$ cat src/rtl/alu_op_sequencer_if.sv
// Command/result handshake bundle between an upstream requester and alu_op_sequencer.
interface alu_seq_if;
  logic       cmd_valid;
  logic       cmd_ready;
  logic [3:0] cmd_a;
  logic [3:0] cmd_b;
  logic [2:0] cmd_op;
  logic       cmd_chain;
  logic       res_valid;
  logic       res_ready;
  logic [7:0] res_data;
  logic       res_zero;
  logic       res_ovf;
  logic       res_err;

  modport master (
    output cmd_valid, cmd_a, cmd_b, cmd_op, cmd_chain, res_ready,
    input  cmd_ready, res_valid, res_data, res_zero, res_ovf, res_err
  );

  modport slave (
    input  cmd_valid, cmd_a, cmd_b, cmd_op, cmd_chain, res_ready,
    output cmd_ready, res_valid, res_data, res_zero, res_ovf, res_err
  );
endinterface

$ cat src/rtl/alu_op_sequencer.sv
// Sequencer in front of a 4-bit ALU: screens commands, holds operands ALU_LAT cycles, returns results.
// Optional macro ALU_SEQ_CHAIN_EN: cmd_chain=1 takes operand A from the low nibble of the last result.
module alu_op_sequencer #(
  parameter int unsigned ALU_LAT = 1,
  parameter int unsigned CNT_W   = 8
) (
  input  logic             clk,
  input  logic             rst_n,
  input  logic             ena,
  alu_seq_if.slave         bus,
  output logic [3:0]       alu_a,
  output logic [3:0]       alu_b,
  output logic [2:0]       alu_op,
  input  logic [7:0]       alu_result,
  input  logic             alu_ovf,
  output logic [CNT_W-1:0] op_count
);

  localparam int unsigned WAIT_W = 4;

  typedef enum logic [1:0] {
    IDLE = 2'd0,
    EXEC = 2'd1,
    DONE = 2'd2
  } state_t;

  state_t            state, state_nxt;
  logic [WAIT_W-1:0] wait_cnt, wait_nxt;
  logic [3:0]        a_nxt, b_nxt;
  logic [2:0]        op_nxt;
  logic [7:0]        res_data_q, data_nxt;
  logic              res_zero_q, zero_nxt;
  logic              res_ovf_q, ovf_nxt;
  logic              res_err_q, err_nxt;
  logic [CNT_W-1:0]  cnt_nxt;
  logic              ready_c;
  logic              accept_c;
  logic              legal_c;
  logic [3:0]        a_src_c;

  // Ready in IDLE, or in DONE when the current result is consumed in the same cycle.
  assign ready_c  = ena & ((state == IDLE) | ((state == DONE) & bus.res_ready));
  assign accept_c = bus.cmd_valid & ready_c;
  assign legal_c  = ~bus.cmd_op[2] & ~((bus.cmd_op[1:0] == 2'b11) & (bus.cmd_b == 4'd0));

`ifdef ALU_SEQ_CHAIN_EN
  assign a_src_c = bus.cmd_chain ? res_data_q[3:0] : bus.cmd_a;
`else
  logic unused_chain;
  assign unused_chain = bus.cmd_chain;
  assign a_src_c      = bus.cmd_a;
`endif

  assign bus.cmd_ready = ready_c;
  assign bus.res_valid = ena & (state == DONE);
  assign bus.res_data  = res_data_q;
  assign bus.res_zero  = res_zero_q;
  assign bus.res_ovf   = res_ovf_q;
  assign bus.res_err   = res_err_q;

  // Next-state and next-register values; ena=0 leaves everything at its current value.
  always_comb begin
    state_nxt = state;
    wait_nxt  = wait_cnt;
    a_nxt     = alu_a;
    b_nxt     = alu_b;
    op_nxt    = alu_op;
    data_nxt  = res_data_q;
    zero_nxt  = res_zero_q;
    ovf_nxt   = res_ovf_q;
    err_nxt   = res_err_q;
    cnt_nxt   = op_count;

    if (ena) begin
      case (state)
        EXEC: begin
          if (wait_cnt == '0) begin
            data_nxt  = alu_result;
            zero_nxt  = (alu_result == 8'd0);
            ovf_nxt   = alu_ovf;
            err_nxt   = 1'b0;
            state_nxt = DONE;
          end else begin
            wait_nxt = wait_cnt - WAIT_W'(1);
          end
        end
        DONE: begin
          if (bus.res_ready) begin
            cnt_nxt   = op_count + CNT_W'(1);
            state_nxt = IDLE;
          end
        end
        default: ;
      endcase

      // A new command overrides the DONE->IDLE move when issued back-to-back.
      if (accept_c) begin
        a_nxt  = a_src_c;
        b_nxt  = bus.cmd_b;
        op_nxt = bus.cmd_op;
        if (legal_c) begin
          state_nxt = EXEC;
          wait_nxt  = WAIT_W'(ALU_LAT - 1);
        end else begin
          state_nxt = DONE;
          data_nxt  = 8'd0;
          zero_nxt  = 1'b1;
          ovf_nxt   = 1'b0;
          err_nxt   = 1'b1;
        end
      end
    end
  end

  always_ff @(posedge clk) begin
    if (!rst_n) begin
      state      <= IDLE;
      wait_cnt   <= '0;
      alu_a      <= '0;
      alu_b      <= '0;
      alu_op     <= '0;
      res_data_q <= '0;
      res_zero_q <= 1'b0;
      res_ovf_q  <= 1'b0;
      res_err_q  <= 1'b0;
      op_count   <= '0;
    end else begin
      state      <= state_nxt;
      wait_cnt   <= wait_nxt;
      alu_a      <= a_nxt;
      alu_b      <= b_nxt;
      alu_op     <= op_nxt;
      res_data_q <= data_nxt;
      res_zero_q <= zero_nxt;
      res_ovf_q  <= ovf_nxt;
      res_err_q  <= err_nxt;
      op_count   <= cnt_nxt;
    end
  end

endmodule

$ cat src/flat_wrapper.sv
// flat-port wrapper written by rule: the top's interface ports become plain ports
module alu_op_sequencer_flat 
#(
  parameter int unsigned ALU_LAT = 1,
  parameter int unsigned CNT_W   = 8
)
  (clk, rst_n, ena, alu_a, alu_b, alu_op, alu_result, alu_ovf, op_count, bus_cmd_valid, bus_cmd_a, bus_cmd_b, bus_cmd_op, bus_cmd_chain, bus_res_ready, bus_cmd_ready, bus_res_valid, bus_res_data, bus_res_zero, bus_res_ovf, bus_res_err);
  alu_seq_if bus_i ();
  input  logic clk;
  input  logic rst_n;
  input  logic ena;
  output logic [3:0] alu_a;
  output logic [3:0] alu_b;
  output logic [2:0] alu_op;
  input  logic [7:0] alu_result;
  input  logic alu_ovf;
  output logic [CNT_W-1:0] op_count;
  input wire logic [$bits(bus_i.cmd_valid)-1:0] bus_cmd_valid;
  input wire logic [$bits(bus_i.cmd_a)-1:0] bus_cmd_a;
  input wire logic [$bits(bus_i.cmd_b)-1:0] bus_cmd_b;
  input wire logic [$bits(bus_i.cmd_op)-1:0] bus_cmd_op;
  input wire logic [$bits(bus_i.cmd_chain)-1:0] bus_cmd_chain;
  input wire logic [$bits(bus_i.res_ready)-1:0] bus_res_ready;
  output wire logic [$bits(bus_i.cmd_ready)-1:0] bus_cmd_ready;
  output wire logic [$bits(bus_i.res_valid)-1:0] bus_res_valid;
  output wire logic [$bits(bus_i.res_data)-1:0] bus_res_data;
  output wire logic [$bits(bus_i.res_zero)-1:0] bus_res_zero;
  output wire logic [$bits(bus_i.res_ovf)-1:0] bus_res_ovf;
  output wire logic [$bits(bus_i.res_err)-1:0] bus_res_err;
  assign bus_i.cmd_valid = bus_cmd_valid;
  assign bus_i.cmd_a = bus_cmd_a;
  assign bus_i.cmd_b = bus_cmd_b;
  assign bus_i.cmd_op = bus_cmd_op;
  assign bus_i.cmd_chain = bus_cmd_chain;
  assign bus_i.res_ready = bus_res_ready;
  assign bus_cmd_ready = bus_i.cmd_ready;
  assign bus_res_valid = bus_i.res_valid;
  assign bus_res_data = bus_i.res_data;
  assign bus_res_zero = bus_i.res_zero;
  assign bus_res_ovf = bus_i.res_ovf;
  assign bus_res_err = bus_i.res_err;
  alu_op_sequencer #(.ALU_LAT(ALU_LAT), .CNT_W(CNT_W)) u_core (.clk(clk), .rst_n(rst_n), .ena(ena), .bus(bus_i), .alu_a(alu_a), .alu_b(alu_b), .alu_op(alu_op), .alu_result(alu_result), .alu_ovf(alu_ovf), .op_count(op_count));
endmodule
$ cat config.mk
export PLATFORM = sky130hd
export DESIGN_NAME = alu_op_sequencer_flat
export DESIGN_NICKNAME = d
export VERILOG_FILES = /design/src/rtl/alu_op_sequencer_if.sv /design/src/rtl/alu_op_sequencer.sv /design/src/flat_wrapper.sv
export SDC_FILE = /design/constraint.sdc
export NUM_CORES = 1
export LEC_CHECK = 0
export BUFFER_PORTS_ARGS = -buffer_cell sky130_fd_sc_hd__buf_4
export CAP_MARGIN = 20
export CORE_MARGIN = 10
export CORE_UTILIZATION = 30
export CTS_BUF_LIST = sky130_fd_sc_hd__clkbuf_8 sky130_fd_sc_hd__clkbuf_16
export CTS_CLUSTER_SIZE = 40
export DETAILED_ROUTE_END_ITERATION = 16
export PLACE_DENSITY_LB_ADDON = 0.2
export SLEW_MARGIN = 20
export SYNTH_ARGS = -nofsm -noshare
export SYNTH_HDL_FRONTEND = slang
export SYNTH_SLANG_ARGS = --single-unit
export TNS_END_PERCENT = 20
$ cat constraint.sdc
create_clock -name clk -period 1.8 [get_ports clk]
set_input_delay 0.09 -clock clk [delete_from_list [all_inputs] [get_ports clk]]
set_output_delay 0.09 -clock clk [all_outputs]
set_load 0.02 [all_outputs]
==> flow_summary.toml, run 1 <==
[layout]
design.final.nets = 284
design_area_um2 = 2202
proportion_of_layout_cells_with_a_drive_suffix_above_1_pct = 28.35
areaGrowthSynthToFinish_pct = 37.18
layout_common_cells = "61 x sky130_fd_sc_hd__buf_4, 53 x sky130_fd_sc_hd__nand2_1, 36 x sky130_fd_sc_hd__dfxtp_1"
final_common_cell = "sky130_fd_sc_hd__buf_4"
diodes = 0

[setup_path]
crit_slowest_cell = "sky130_fd_sc_hd__o21ai_2"
worstRegToRegCells = 6
path_cells = "inv_1 > ha_1 > a21oi_1 > or2_1 > o21ai_2 > a21oi_1"
cell_family_contributing_the_most_delay_on_the_critical_path = "compound AO/OA/AOI/OAI gates"
timing.critical_path.required_ns = 1.96
cp_data_arrival_time_ns = 1.79
path_max_fanout = 9
start_kind = "flop"
crit_type = "flop to flop"
worstSetupEndpointType = "flop"
rr_startpoint = "u_core.state[0]"
flop_to_flop_setup_slack_ns = 0.17
worst_path_largest_cell_delay_ns = 0.38
cp.buffers_inverters = 1
r2r-end = "u_core.bus.res_data[5]"
critPathMostFrequentCell = "sky130_fd_sc_hd__a21oi_1"

[global_routing]
overflow = 0
grt_first_pass_wirelength_um = 6658
grt_start_max_net_pins = 29
globalRouteTotalUtil_pct = 9.528
antenna_found_initial = 0
number_of_global_route_vias_before_repair = 1420

[die]
ios = 58
core-area_um2 = 5140
fp.dieArea_um2 = 8677
fp.dieW_um = 93.15
floorplan.initialDensity_pct = 31.23
die_y_um = 93.15
placementRows = 26

[synth]
syn_area_per_cell_um2 = 8.318
synthesized_netlist_net_count = 224
synth_top_area_cell = "sky130_fd_sc_hd__dfxtp_1"
post_synth_instance_area_um2 = 1605
synth.yosys.seq_area_share_pct = 44.89
synthesis.instances = 193
synth.yosys.warnings = 0
yosys_register_bits = 36
synth_top_area_share_pct = 44.89
synth_area_leaders = "sky130_fd_sc_hd__dfxtp_1 45%, sky130_fd_sc_hd__nand2_1 12%, sky130_fd_sc_hd__a21boi_0 6.5%"
yosys.cell_types.count = 38

[timing]
slew_at_the_pin_with_the_worst_max_slew_slack_ns = 0.4104
finalHoldViolCount = 0
number_of_pins_exceeding_their_max_slew_limit_in_the_final_report = 0
max_slew_margin_pct = 72.64
worst_hold_slack_ns = 0.05338
layout_min_cycle_time_ns = 1.632
post-route-worst-setup-slack_ns = 0.1681
grt_setup_unrepaired = "yes"
period_share_pct = 90.66
skew_ns = 0.004364
max_clock_freq_mhz = 612.8
final-setup-viol-count = 0

[power_and_ir_drop]
ir_drop_uv = 306.8
p_per_area_nw_per_um2 = 792.6
total_leakage_power_uw = 0.0009269
totalPowerFinal_uw = 1745

[hold_path]
hold_path.startpoint = "alu_ovf"
hold_path_class = "input port to flop"
hold-path-endpoint = "u_core.bus.res_ovf"
worst_hold_path.num_cells = 3

[clock_network]
clock_latency_ns = 0.28
post_cts_resized = 0
cts_made_buffers = 5
clock_tree.root_cell = "sky130_fd_sc_hd__clkbuf_8"
number_of_h_tree_levels = 2
tritoncts_num_sinks = 36
clk_transition_reported_paths_ns = 0.07
clockBufferDepth = 2
postCtsSetupRepairBufs = 0
cts_tree = "done"
cts.hold.buffers_added = 0

[drt]
drt_pre_antenna_iters = 4
first_iter_violations = 35
num_vias = 1462
vias_per_cell = 4.512
route.detailed.wl_per_inst_um = 12.49
drc_errors = 0
postRouteAntennaNets = 0
finalWirelength_um = 4046

[placement]
place_area_um2 = 2112
numPortBuffers = 56
globalplace.congestion = 0.7293
placement_setup_slack_ns = 0.1499
detailed_place_hpwl_um = 3133

[job]
drv_cap = 0

[outcome]
status = "complete, no violations"
[power breakdown]
part	switching (µW)	total, µW	internal [µW]
clock	271	572	301
combinational	175	323	148
sequential	19.8	850	831
[metal layers]
metal	global-route usage, %	vias up	share of wire, %
met3	3.437	7	6.1
met5	0	-	0
met1	10.53	656	44
met2	15.54	29	47
met4	5.398	0	2.3
li1	-	770	-
[cell type report]
type,count,area (µm²)
Clock inverter,2,7.507
Multi-Input combinational cell,144,827.0
Timing Repair Buffer,61,457.9
Sequential cell,36,720.7
Tap cell,70,87.58
Clock buffer,6,82.58
Inverter,5,18.77
Fill cell,570,2938
[worst max path at each step]
stage,from,endpoint,cells past startpoint
floorplan,u_core.wait_cnt[0],u_core.state[0],6
global placement,u_core.state[0],u_core.bus.res_data[5],6
detailed placement,u_core.state[0],u_core.bus.res_data[4],6
CTS,u_core.state[0],u_core.bus.res_ovf,6
global route,u_core.state[0],u_core.bus.res_data[5],6
finish,u_core.state[0],u_core.bus.res_data[5],6
[Yosys cell counts, drive strengths merged]
master  count
or2         1
ha          5
nand3       4
clkbuf      3
or4         2
nor3b       2
nor3        3
dfxtp      36
and3        3
nand2      53
a41oi       1
inv         5
a21boi     15
a31oi       1
a21o        1
o21ai       4
a31o        1
nor2        7
o31ai       1
buf         5
mux2i       1
and4bb      1
xnor2       6
nor4        2
o211ai      1
a211oi      1
nand2b      1
or3b        1
xor2        2
a21oi      13
nand4       3
and2        7
or3         1
[stage by stage]
step | setup TNS [ns] | instances | utilization, %
final | 0 | 324 | 42.84
after global routing | -0.1689 | 324 | 42.84
after CTS | 0 | 324 | 42.84
after detailed placement | 0 | 316 | 41.09
after global placement | 0 | 316 | 41.09
after floorplan | 0 | 193 | -
[sequential cells by signal (all words and copies together) (netlist names)]
register / cells
u_core.bus.res_ovf: 1
u_core.alu_b: 4
u_core.alu_op: 3
u_core.bus.res_data: 8
u_core.bus.res_err: 1
u_core.op_count: 8
u_core.bus.res_zero: 1
u_core.state: 2
u_core.wait_cnt: 4
u_core.alu_a: 4
[cells by family (layout without fill, tap and decap cells)]
family,Yosys count,in the layout,synth area share (%)
AO/OA/AOI/OAI,39,39,15.90
XOR/XNOR,8,8,4.365
adder cells (fa/ha/maj),5,5,3.897
buffers and inverters,13,74,3.586
flip-flops,36,36,44.89
multiplexers,1,1,0.6236
AND/OR/NAND/NOR,91,91,26.73
[tightest hold or removal path: stages]
cell and delay (ns):
sky130_fd_sc_hd__buf_4 0.11, sky130_fd_sc_hd__nand2_1 0.04, sky130_fd_sc_hd__a21oi_1 0.05
No activity file was read; power rests on OpenSTA's default activity.
==> run 2, diff against run 1 <==
BUFFER_PORTS_ARGS = unset   (was -buffer_cell sky130_fd_sc_hd__buf_4)
DONT_BUFFER_PORTS = 1   (was unset)
==> run 2 against run 1 <==
Sequential cell count unchanged. Core utilization decreased by 2.8 points. Power increased by 9.5%. First-iteration DRC count decreased by 37%. Via count decreased by 5.4%. Highest routed layer unchanged.
==> flow_summary.toml, run 2 (synthesized netlist as in run 1, its figures left out) <==
[setup_path]
cell_family_contributing_the_most_delay_on_the_critical_path = "compound AO/OA/AOI/OAI gates"
start_kind = "flop"
crit_slowest_cell = "sky130_fd_sc_hd__o21ai_1"
crit_type = "flop to flop"
cp_data_arrival_time_ns = 1.82
path_cells = "inv_1 > ha_1 > a21oi_1 > or2_1 > o21ai_1 > o31ai_1"
timing.critical_path.required_ns = 1.97
cp.buffers_inverters = 1
rr_startpoint = "u_core.state[0]"
path_max_fanout = 7
worstSetupEndpointType = "flop"
worstSetupStartpoint = "u_core.state[0]"
worst_path_largest_cell_delay_ns = 0.34

[timing]
post-route-worst-setup-slack_ns = 0.1515
number_of_pins_exceeding_their_max_slew_limit_in_the_final_report = 0
max_clock_freq_mhz = 606.6
finalHoldViolCount = 0
layout_min_cycle_time_ns = 1.649
final-setup-viol-count = 0
max_slew_margin_pct = 47.24
period_share_pct = 91.58
skew_ns = 0.006840
grt_setup_unrepaired = "yes"
slew_at_the_pin_with_the_worst_max_slew_slack_ns = 0.7888

[drt]
vias_per_cell = 4.736
drt_pre_antenna_iters = 4
finalWirelength_um = 4267
num_vias = 1383
first_iter_violations = 22
drc_errors = 0
postRouteAntennaNets = 0
route.detailed.wl_per_inst_um = 14.61

[die]
core-area_um2 = 5140
fp.dieW_um = 93.15
die_y_um = 93.15
placementRows = 26
floorplan.initialDensity_pct = 31.23
fp.dieArea_um2 = 8677
ios = 58

[job]
drv_cap = 0

[hold_path]
hold_path_class = "input port to flop"
hold_path.startpoint = "rst_n"

[placement]
placement_setup_slack_ns = 0.1496
detailed_place_hpwl_um = 3050
globalplace.congestion = 0.7284
place_area_um2 = 1707
numPortBuffers = 0

[global_routing]
grt_util_met1_pct = 12.51
grt.busiest_layer = "met2"
use_met3_pct = 4.796
grt_first_pass_wirelength_um = 7307
gr-usage-met2_pct = 15.83
globalRouteTotalUtil_pct = 10.64
overflow = 0
number_of_global_route_vias_before_repair = 1397
antenna_found_initial = 0
grt_start_max_net_pins = 26

[layout]
design_area_um2 = 2058
final_common_cell = "sky130_fd_sc_hd__nand2_1"
proportion_of_layout_cells_with_a_drive_suffix_above_1_pct = 9.009
design.final.nets = 252
diodes = 0
areaGrowthSynthToFinish_pct = 28.21
layout_common_cells = "53 x sky130_fd_sc_hd__nand2_1, 36 x sky130_fd_sc_hd__dfxtp_1, 22 x sky130_fd_sc_hd__dlygate4sd3_1"

[clock_network]
tritoncts_num_sinks = 36
cts_made_buffers = 5
number_of_h_tree_levels = 2
clk_transition_reported_paths_ns = 0.07
cts_tree = "done"
postCtsSetupRepairBufs = 0
clock_latency_ns = 0.29
clock_tree.root_cell = "sky130_fd_sc_hd__clkbuf_8"
clockBufferDepth = 2

[power_and_ir_drop]
ir_drop_uv = 653.8
p_per_area_nw_per_um2 = 928.5
total_leakage_power_uw = 0.0007522

[outcome]
status = "complete, no violations"
-- run 2: changes by cell type in the layout (fill, tap and decap cells not counted), sizes merged --
cell	change
buf	-54
bufinv	+1
clkbuf	+1
dlygate4sd3	+22
inv	-2
-- run 2: worst reg2reg max path, cell delays in order, from the launching register on --
cell and delay [ns]:
sky130_fd_sc_hd__dfxtp_1 0.33, sky130_fd_sc_hd__inv_1 0.08, sky130_fd_sc_hd__ha_1 0.29, sky130_fd_sc_hd__a21oi_1 0.12
sky130_fd_sc_hd__or2_1 0.28, sky130_fd_sc_hd__o21ai_1 0.34, sky130_fd_sc_hd__o31ai_1 0.10
-- run 2: power by group --
group	total [µW]	switching, µW	internal (µW)
clock	783	294	489
combinational	240	129	111
sequential	888	58.1	830
-- run 2: path summary, 6_finish.rpt --
kind              cells after the start  slack, ns                  to
setup / recovery                      6       0.15  u_core.wait_cnt[2]
hold / removal                        2       0.04     u_core.state[0]
setup reg to reg                      6       0.15  u_core.wait_cnt[2]
hold reg to reg                       2       0.50     u_core.state[1]
-- run 2: repair_timing --
item                                   in CTS  in global routing
setup endpoints to repair                   0                  6
endpoints found under the hold margin      33                  0
gates resized for setup                     0                  1
hold buffers                               22                  0
-- run 2: layer usage --
| metal | vias up | share of wire (%) |
|---|---|---|
| met5 | - | 0 |
| met4 | 0 | 2.6 |
| met3 | 8 | 8.1 |
| met2 | 36 | 47 |
| met1 | 626 | 42 |
| li1 | 713 | - |
-- run 2: stage by stage --
stage / setup TNS (ns) / utilization (%) / hold WS [ns] / instances / total power [µW]
3_3_place_gp: 0 / 33.20 / 0.2158 / 262 / 1100
5_1_grt: -0.01962 / 40.04 / 0.03206 / 292 / 2014
2_1_floorplan: 0 / - / 0.2260 / 193 / 1056
4_1_cts: 0 / 39.95 / 0.02787 / 292 / 1942
6_report: 0 / 40.04 / 0.03914 / 292 / 1911
3_5_place_dp: 0 / 33.20 / 0.2189 / 262 / 1102
-- run 2: area by class of cell --
| type | count | area, µm² |
|---|---|---|
| Clock buffer | 7 | 96.34 |
| Fill cell | 556 | 3082 |
| Sequential cell | 36 | 720.7 |
| Timing Repair Buffer | 29 | 272.8 |
| Multi-Input combinational cell | 144 | 832.0 |
| Inverter | 5 | 18.77 |
| Clock inverter | 1 | 30.03 |
| Tap cell | 70 | 87.58 |
==> run 3, diff against run 2 <==
CORE_ASPECT_RATIO = 1.25   (was unset)
CTS_BUF_LIST = sky130_fd_sc_hd__clkbuf_4 sky130_fd_sc_hd__clkbuf_8 sky130_fd_sc_hd__clkbuf_16   (was sky130_fd_sc_hd__clkbuf_8 sky130_fd_sc_hd__clkbuf_16)
==> run 3 against run 2 <==
Largest cell class unchanged. Sequential share of layout area increased by 0.52 points. Global-route usage is 0.20 points lower. Non-clock buffer count unchanged. Maximum frequency grew 1.9%. Wire length is 0.89% higher. Clock power shrank 19%. Critical endpoint is now u_core.state[0]. First-iteration DRC count is 120% higher. Critical path type unchanged. Critical path depth did not move. Largest power group unchanged. Cell area shrank 1.5%. Final cell count is 3.1% lower.
==> flow_summary.toml, run 3 (synthesized netlist as in run 1, its figures left out) <==
[layout]
fillerInstances = 540
final_common_cell = "sky130_fd_sc_hd__nand2_1"
design_area_um2 = 2028
layout_common_cells = "53 x sky130_fd_sc_hd__nand2_1, 36 x sky130_fd_sc_hd__dfxtp_1, 22 x sky130_fd_sc_hd__dlygate4sd3_1"
design.final.nets = 252
final_core_utilization_pct = 39.64
area_used_by_sequential_logic_in_the_layout_um2 = 720.7
proportion_of_layout_cells_with_a_drive_suffix_above_1_pct = 9.050
multi_input_area_um2 = 842.1
diodes = 0
areaGrowthSynthToFinish_pct = 26.34

[global_routing]
number_of_global_route_vias_before_repair = 1514
overflow = 0
grt_first_pass_wirelength_um = 7355
grt_start_max_net_pins = 26
globalRouteTotalUtil_pct = 10.44
antenna_found_initial = 0

[placement]
detailed_place_hpwl_um = 3072
numPortBuffers = 0
place_area_um2 = 1697
placement_setup_slack_ns = 0.1483
globalplace.congestion = 0.7141

[clock_network]
number_of_h_tree_levels = 2
tritoncts_num_sinks = 36
clockBufferDepth = 2
postCtsSetupRepairBufs = 0
cts_made_buffers = 5
clk_transition_reported_paths_ns = 0.07
cts_tree = "done"
clock_latency_ns = 0.29
clock_tree.root_cell = "sky130_fd_sc_hd__clkbuf_8"

[die]
fp.dieArea_um2 = 8695
placementRows = 29
core-area_um2 = 5116
die_y_um = 101.8
fp.dieW_um = 85.43
ios = 58
floorplan.initialDensity_pct = 31.38

[drt]
num_vias = 1384
drt_pre_antenna_iters = 4
postRouteAntennaNets = 0
finalWirelength_um = 4305
vias_per_cell = 4.890
route.detailed.wl_per_inst_um = 15.21
first_iter_violations = 49
drc_errors = 0

[setup_path]
path_max_fanout = 3
crit_type = "flop to flop"
start_kind = "flop"
cp_data_arrival_time_ns = 1.80
worstRegToRegCells = 6
worst_path_largest_cell_delay_ns = 0.41
path_depth = 6
timing.critical_path.required_ns = 1.98
cell_family_contributing_the_most_delay_on_the_critical_path = "simple AND/OR/NAND/NOR gates"
path_cells = "inv_1 > ha_1 > or3b_4 > nand2_1 > a41oi_1 > a31o_2"
cp.buffers_inverters = 1
crit_slowest_cell = "sky130_fd_sc_hd__or3b_4"
worstSetupEndpointType = "flop"

[power_and_ir_drop]
p_per_area_nw_per_um2 = 868.3
ir_drop_uv = 396.0
total_leakage_power_uw = 0.0007411

[hold_path]
hold_path_class = "input port to flop"
worst_hold_path.num_cells = 2

[timing]
number_of_pins_exceeding_their_max_slew_limit_in_the_final_report = 0
grt_setup_unrepaired = "no"
max_slew_margin_pct = 46.05
final-setup-viol-count = 0
layout_min_cycle_time_ns = 1.618
skew_ns = 0.003888
worst_hold_slack_ns = 0.001859
period_share_pct = 89.86
slew_at_the_pin_with_the_worst_max_slew_slack_ns = 0.8067
max_clock_freq_mhz = 618.2
fin_setup_tns_ns = 0
post-route-worst-setup-slack_ns = 0.1825
finalHoldViolCount = 0

[job]
drv_cap = 0

[outcome]
status = "complete, no violations"
## run 3: cell count changes in the layout (fill, tap and decap cells not counted)
cell                        delta
sky130_fd_sc_hd__bufinv_16     -1
sky130_fd_sc_hd__or2_4         +1
sky130_fd_sc_hd__o21ai_4       +1
sky130_fd_sc_hd__or2_1         -1
sky130_fd_sc_hd__o21ai_2       -1
## run 3: layout make-up
type | instances | area share (%)
Multi-Input combinational cell | 144 | 41.52
Sequential cell | 36 | 35.53
Timing Repair Buffer | 29 | 13.45
Clock buffer | 7 | 4.750
Tap cell | 62 | 3.825
Inverter | 5 | 0.9254
## run 3: stage by stage
| step | cells | total power (µW) |
|---|---|---|
| 2_1_floorplan | 193 | 1056 |
| 5_1_grt | 283 | 1864 |
| 3_5_place_dp | 254 | 1100 |
| 3_3_place_gp | 254 | 1097 |
| 4_1_cts | 283 | 1782 |
| 6_report | 283 | 1761 |
## run 3: report_power, final
| part | internal [µW] | switching, µW | total (µW) |
|---|---|---|---|
| combinational | 111 | 131 | 242 |
| sequential | 830 | 57.5 | 888 |
| clock | 341 | 290 | 631 |
## run 3: repair_timing
action                     in CTS  in global routing
resized for setup               0                  3
hold buffers                   22                  0
setup endpoints to repair       0                 12
hold endpoints to repair       33                  0
## run 3: worst paths after layout
path / slack (ns) / startpoint / end
setup / recovery: 0.18 / u_core.wait_cnt[0] / u_core.state[0]
hold / removal: 0.002 / rst_n / u_core.bus.res_data[6]
setup reg to reg: 0.18 / u_core.wait_cnt[0] / u_core.state[0]
hold reg to reg: 0.49 / u_core.state[1] / u_core.state[1]
## run 3: metal layers
layer | share of wire [%] | GRT usage [%] | vias up | wire, µm
met5 | 0 | 0 | - | 0
met4 | 1.4 | 3.807 | 0 | 60
met3 | 11 | 5.141 | 6 | 481
met2 | 48 | 17.90 | 43 | 2056
met1 | 40 | 10.79 | 629 | 1707
li1 | - | - | 706 | -
